### src/rtl/frame_stats_sampler.sv
// Per-frame camera stream statistics (frame/line counts, line length, luma sum, min/max, drops),
// presented one page at a time to the I2C frame logger as a single-cycle strobe.
module frame_stats_sampler #(
    parameter bit          VS_ACTIVE_HIGH = 1'b1,
    parameter int unsigned FRAME_DIV      = 4,
    parameter int unsigned LUMA_SHIFT     = 16,
    parameter int unsigned NUM_PAGES      = 7
) (
    input  logic        clk,
    input  logic        resetn,
    input  logic        vsync,
    input  logic        de,
    input  logic [7:0]  pix,
    input  logic        busy,
    output logic        new_sample,
    output logic [7:0]  page,
    output logic [15:0] value
);

    typedef enum logic [1:0] {ST_IDLE, ST_EMIT, ST_HOLD} state_t;

    state_t        state_reg, state_next;
    logic [1:0]    hold_cnt_reg;

    logic          vs_d_reg, de_d_reg;
    logic [15:0]   line_px_reg, lines_reg, last_px_reg;
    logic [31:0]   luma_sum_reg;
    logic [7:0]    min_acc_reg, max_acc_reg;
    logic [15:0]   frame_cnt_reg, drop_cnt_reg;
    logic [7:0]    div_cnt_reg;
    logic          armed_reg, req_reg;
    logic [2:0]    page_idx_reg;
    logic [15:0]   res_reg [NUM_PAGES];
    logic [15:0]   snap_val [NUM_PAGES];
    logic [7:0]    page_hold_reg;
    logic [15:0]   value_hold_reg;

    logic          vs_act, frame_edge, line_start, line_end, px_valid;
    logic          snap_take, req_set, emit;
    logic [32:0]   luma_add;
    logic [31:0]   luma_next, luma_shifted;
    logic [15:0]   luma_page;

    assign vs_act     = (vsync == VS_ACTIVE_HIGH);
    assign frame_edge = vs_act & ~vs_d_reg;
    assign line_start = de & ~de_d_reg & ~vs_act;
    assign line_end   = ~de & de_d_reg;
    assign px_valid   = de & ~vs_act;

    assign snap_take  = frame_edge & armed_reg;
    assign req_set    = snap_take & (div_cnt_reg == 8'(FRAME_DIV - 1));
    assign emit       = (state_reg == ST_EMIT);

    assign luma_add     = {1'b0, luma_sum_reg} + {25'b0, pix};
    assign luma_next    = luma_add[32] ? 32'hFFFF_FFFF : luma_add[31:0];
    assign luma_shifted = luma_sum_reg >> LUMA_SHIFT;
    assign luma_page    = (|luma_shifted[31:16]) ? 16'hFFFF : luma_shifted[15:0];

    always_comb begin
        for (int i = 0; i < NUM_PAGES; i++) snap_val[i] = '0;
        snap_val[0] = frame_cnt_reg + 16'd1;
        snap_val[1] = lines_reg;
        snap_val[2] = last_px_reg;
        snap_val[3] = luma_page;
        snap_val[4] = {8'h00, max_acc_reg};
        snap_val[5] = {8'h00, min_acc_reg};
        snap_val[6] = drop_cnt_reg;
    end

    // line_px is a per-line counter, so it survives frame edges and blanking de pulses
    always_ff @(posedge clk or negedge resetn) begin
        if (!resetn) begin
            vs_d_reg      <= 1'b0;
            de_d_reg      <= 1'b0;
            line_px_reg   <= '0;
            lines_reg     <= '0;
            last_px_reg   <= '0;
            luma_sum_reg  <= '0;
            min_acc_reg   <= 8'hFF;
            max_acc_reg   <= 8'h00;
            frame_cnt_reg <= '0;
            armed_reg     <= 1'b0;
        end else begin
            vs_d_reg <= vs_act;
            de_d_reg <= de;
            if (line_end)
                last_px_reg <= line_px_reg;
            if (frame_edge) begin
                lines_reg    <= '0;
                luma_sum_reg <= '0;
                min_acc_reg  <= 8'hFF;
                max_acc_reg  <= 8'h00;
                armed_reg    <= 1'b1;
                if (armed_reg)
                    frame_cnt_reg <= frame_cnt_reg + 16'd1;
            end else if (px_valid) begin
                if (line_start) begin
                    line_px_reg <= 16'd1;
                    if (lines_reg != 16'hFFFF)
                        lines_reg <= lines_reg + 16'd1;
                end else if (line_px_reg != 16'hFFFF) begin
                    line_px_reg <= line_px_reg + 16'd1;
                end
                luma_sum_reg <= luma_next;
                if (pix < min_acc_reg) min_acc_reg <= pix;
                if (pix > max_acc_reg) max_acc_reg <= pix;
            end
        end
    end

    always_ff @(posedge clk or negedge resetn) begin
        if (!resetn) begin
            for (int i = 0; i < NUM_PAGES; i++) res_reg[i] <= '0;
        end else if (snap_take) begin
            for (int i = 0; i < NUM_PAGES; i++) res_reg[i] <= snap_val[i];
        end
    end

    // A new request wins over the clear done by a concurrent emit; overwriting an unconsumed one is a drop
    always_ff @(posedge clk or negedge resetn) begin
        if (!resetn) begin
            div_cnt_reg  <= '0;
            req_reg      <= 1'b0;
            drop_cnt_reg <= '0;
        end else begin
            if (snap_take)
                div_cnt_reg <= req_set ? 8'd0 : div_cnt_reg + 8'd1;
            if (req_set)
                req_reg <= 1'b1;
            else if (emit)
                req_reg <= 1'b0;
            if (req_set && req_reg && !emit && drop_cnt_reg != 16'hFFFF)
                drop_cnt_reg <= drop_cnt_reg + 16'd1;
        end
    end

    always_ff @(posedge clk or negedge resetn) begin
        if (!resetn) begin
            state_reg      <= ST_IDLE;
            hold_cnt_reg   <= '0;
            page_idx_reg   <= '0;
            page_hold_reg  <= '0;
            value_hold_reg <= '0;
        end else begin
            state_reg    <= state_next;
            hold_cnt_reg <= (state_reg == ST_HOLD) ? hold_cnt_reg + 2'd1 : 2'd0;
            if (emit) begin
                page_hold_reg  <= {5'b0, page_idx_reg};
                value_hold_reg <= res_reg[page_idx_reg];
                page_idx_reg   <= (page_idx_reg == 3'(NUM_PAGES - 1)) ? 3'd0 : page_idx_reg + 3'd1;
            end
        end
    end

    // Seeing req_set directly lets the strobe follow the frame edge by one clock
    always_comb begin
        state_next = state_reg;
        case (state_reg)
            ST_IDLE: if ((req_reg || req_set) && !busy) state_next = ST_EMIT;
            ST_EMIT: state_next = ST_HOLD;
            ST_HOLD: if (busy || hold_cnt_reg == 2'd3) state_next = ST_IDLE;
            default: state_next = ST_IDLE;
        endcase
    end

    assign new_sample = emit;
    assign page       = emit ? {5'b0, page_idx_reg} : page_hold_reg;
    assign value      = emit ? res_reg[page_idx_reg] : value_hold_reg;

endmodule

### config.mk
export PLATFORM = sky130hd
export DESIGN_NAME = frame_stats_sampler
export DESIGN_NICKNAME = d
export VERILOG_FILES = /design/src/rtl/frame_stats_sampler.sv
export SDC_FILE = /design/constraint.sdc
export NUM_CORES = 1
export LEC_CHECK = 0
export CORE_MARGIN = 3
export CORE_UTILIZATION = 40
export CTS_CLUSTER_DIAMETER = 200
export DETAILED_ROUTE_END_ITERATION = 10
export MAX_ROUTING_LAYER = met4
export PLACE_DENSITY_LB_ADDON = 0.1
export SLEW_MARGIN = 40
export SYNTH_ARGS = -nofsm -noshare
export SYNTH_HDL_FRONTEND = slang
export SYNTH_SLANG_ARGS = --single-unit
### constraint.sdc
create_clock -name clk -period 5.5 [get_ports clk]
set_clock_uncertainty 0.15 [all_clocks]
set_input_delay 0.825 -clock clk [delete_from_list [all_inputs] [get_ports clk]]
set_output_delay 0.825 -clock clk [all_outputs]
set_load 0.03 [all_outputs]
==> results.py <==
metrics = {
    "clocking": {
        "cts_max_path_buffers": 3,
        "insertion_delay_ps": 540,
        "htree_num_levels": 1,
        "hold_buffers": 1,
        "cts_root_buf": "clkbuf_16",
        "numCtsBuffers": 29,
        "cts.repair.resized": 0,
        "cts_setup_buffers": 0,
        "cts_sinks": 251,
        "clkTransAtPathRegs_ps": 60,
        "cts_tree": "yes",
    },
    "floorplanning": {
        "die_y_um": 179.4,
        "fp-row-count": 62,
        "start_util_pct": 41.25,
        "die_w_um": 179.4,
        "die-area_sq_um": 32200,
        "io_pins": 38,
        "core_sq_um": 29170,
    },
    "routing": {
        "wirelength_um": 28900,
        "ant_nets": 0,
        "drc": 0,
        "avgRoutedWirePerCell_um": 17.43,
        "vias": 8819,
        "vias_per_cell": 5.319,
        "top_layer_used": "met4",
        "wl_met1_um": 14400,
        "drtIter0Drc": 621,
        "dr_wl_met3_um": 1021,
        "firstDrtPassIters": 4,
        "wl_met2_um": 12790,
    },
    "placement": {
        "post-place-cells": 1605,
        "gp_congestion": 0.8131,
        "dp.final_hpwl_um": 20310,
        "portBuffers": 37,
    },
    "global_routing": {
        "grt_max_degree": 88,
        "grt_pass1_wl_um": 48810,
        "antenna_found_initial": 0,
        "globalRouteTotalUtil_pct": 18.70,
        "overflow": 0,
        "grt_pass1_vias": 8878,
    },
    "synthesis": {
        "synth.avg_cell_area_sq_um": 9.791,
        "syn_area_sq_um": 12030,
        "synth-async-reset-ratio_pct": 100.0,
        "ys_seq_area_share_pct": 52.28,
        "synth_edf_count": 0,
        "ys_seq_elements": 251,
        "synth_top_cell_by_area": "dfrtp_1",
        "synth.net_count": 1272,
        "synth-main-ff-cell": "dfrtp_1",
        "netlist.area_leader.share_pct": 50.54,
        "yosysWarnings": 0,
        "syn-instance-count": 1229,
        "synth_area_leaders": "dfrtp_1 51%, nand2_1 9.5%, xnor2_1 3.1%",
        "yosys.cell_types.count": 63,
    },
    "finish": {
        "final_cells": 1658,
        "drive_gt1_share_pct": 9.733,
        "largest_reg_flops": 80,
        "final_cell_mix": "303 x nand2_1, 242 x dfrtp_1, 71 x nor2_1",
        "antenna_cells": 0,
        "nets": 1296,
        "area_delta_synth_final_pct": 15.00,
        "final_common_cell": "nand2_1",
    },
    "timing": {
        "min_period_ps": 4006,
        "setup_tns_ps": 0,
        "worst_slew_pin_slew_ps": 716.8,
        "setup_violations": 0,
        "rsz0062_at_grt": "false",
        "slew_viol_final": 0,
        "finalHoldViolCount": 0,
        "fmax_ghz": 0.2496,
        "finalCritPeriodShare_pct": 72.83,
        "slew_headroom_pct": 52.21,
    },
    "worst_setup_path": {
        "endpoint_kind": "output port",
        "arrival_ps": 3030,
        "path_max_fanout": 29,
        "start_kind": "register",
        "crit_type": "register to output port",
        "r2r.worst_path.cells": 8,
        "reg2reg_slack_ps": 2600,
        "crit_required_ps": 4530,
    },
    "power": {
        "p_total_uw": 5612,
        "powerDensity_nw_per_um2": 405.5,
        "p_leak_uw": 0.006426,
        "peakVddDrop_uv": 301.5,
    },
    "worst_hold_path": {
        "worstHoldPathCells": 1,
        "min-delay-path-class": "register to register",
    },
    "outcome": {
        "status": "finished clean",
    },
    "run": {
        "max-cap-violations": 0,
    },
}
-- cells in the mapped netlist, drive strengths merged, types with 18 or more instances --
| master | instances |
|---|---|
| nand2 | 304 |
| dfrtp | 243 |
| nor2 | 72 |
| o21ai | 59 |
| clkbuf | 55 |
| nand3 | 44 |
| xnor2 | 43 |
| inv | 34 |
| a21oi | 33 |
| ha | 29 |
| nand4 | 25 |
| mux2i | 21 |
| nor3 | 21 |
| and3 | 20 |
| a31oi | 18 |
| o211ai | 18 |
-- final cells by class --
cell class / count / area (sq um)
Fill cell: 2831 / 15330
Tap cell: 384 / 480.5
Clock buffer: 42 / 834.6
Clock inverter: 10 / 128.9
Multi-Input combinational cell: 883 / 5400
Sequential cell: 251 / 6292
Inverter: 34 / 127.6
Timing Repair Buffer: 54 / 574.3
-- worst paths after layout --
path	start	to
worst max-delay path	page_idx_reg[0]$_DFFE_PN0P_	value[7]
worst min-delay path	hold_cnt_reg[0]$_DFF_PN0_	hold_cnt_reg[0]$_DFF_PN0_
worst max register to register	luma_sum_reg[0]$_DFFE_PN0P_	luma_sum_reg[27]$_DFFE_PN0P_
worst min register to register	hold_cnt_reg[0]$_DFF_PN0_	hold_cnt_reg[0]$_DFF_PN0_
max in group asynchronous	resetn	min_acc_reg[5]$_DFFE_PN1P_
min in group asynchronous	resetn	div_cnt_reg[3]$_DFFE_PN0P_
-- critical path: stages, from the launching register on --
cell,delay (ps)
dfrtp_1,350
buf_4,430
mux4_2,630
o21ai_0,260
o21ai_0,160
clkdlybuf4s50_1,630
-- cells by family after synthesis --
logic type	after synthesis	share of synthesized area, %
buffers and inverters	95	3.047
adders and majority gates	30	3.182
and+or+nand+nor	558	21.26
xor gates and xnor gates	59	4.294
muxes	53	6.239
AOI/OAI and AO/OA	183	9.691
DFF	251	52.28
-- layer usage --
metal	track usage [%]	vias up
met5	-	-
met4	4.425	0
met3	2.183	46
met2	27.88	156
met1	27.51	4295
li1	-	4322
-- power breakdown --
part           switching (uW)  leakage (uW)  internal [uW]
registers                 189       0.00336           2110
logic                     817       0.00259            553
clock network             756      0.000479           1190
-- metrics by stage --
step | worst slack [ps] | utilization [%] | cell area (sq um) | hold WS [ps]
2_1_floorplan | 2213 | - | 12030 | 259.9
3_3_place_gp | 1641 | 43.86 | 12790 | 269.8
3_5_place_dp | 1616 | 44.09 | 12860 | 273.3
4_1_cts | 1381 | 47.43 | 13830 | 280.9
5_1_grt | 1330 | 47.44 | 13840 | 310.1
6_report | 1494 | 47.44 | 13840 | 277.7
No activity file was read; power rests on OpenSTA's default activity.
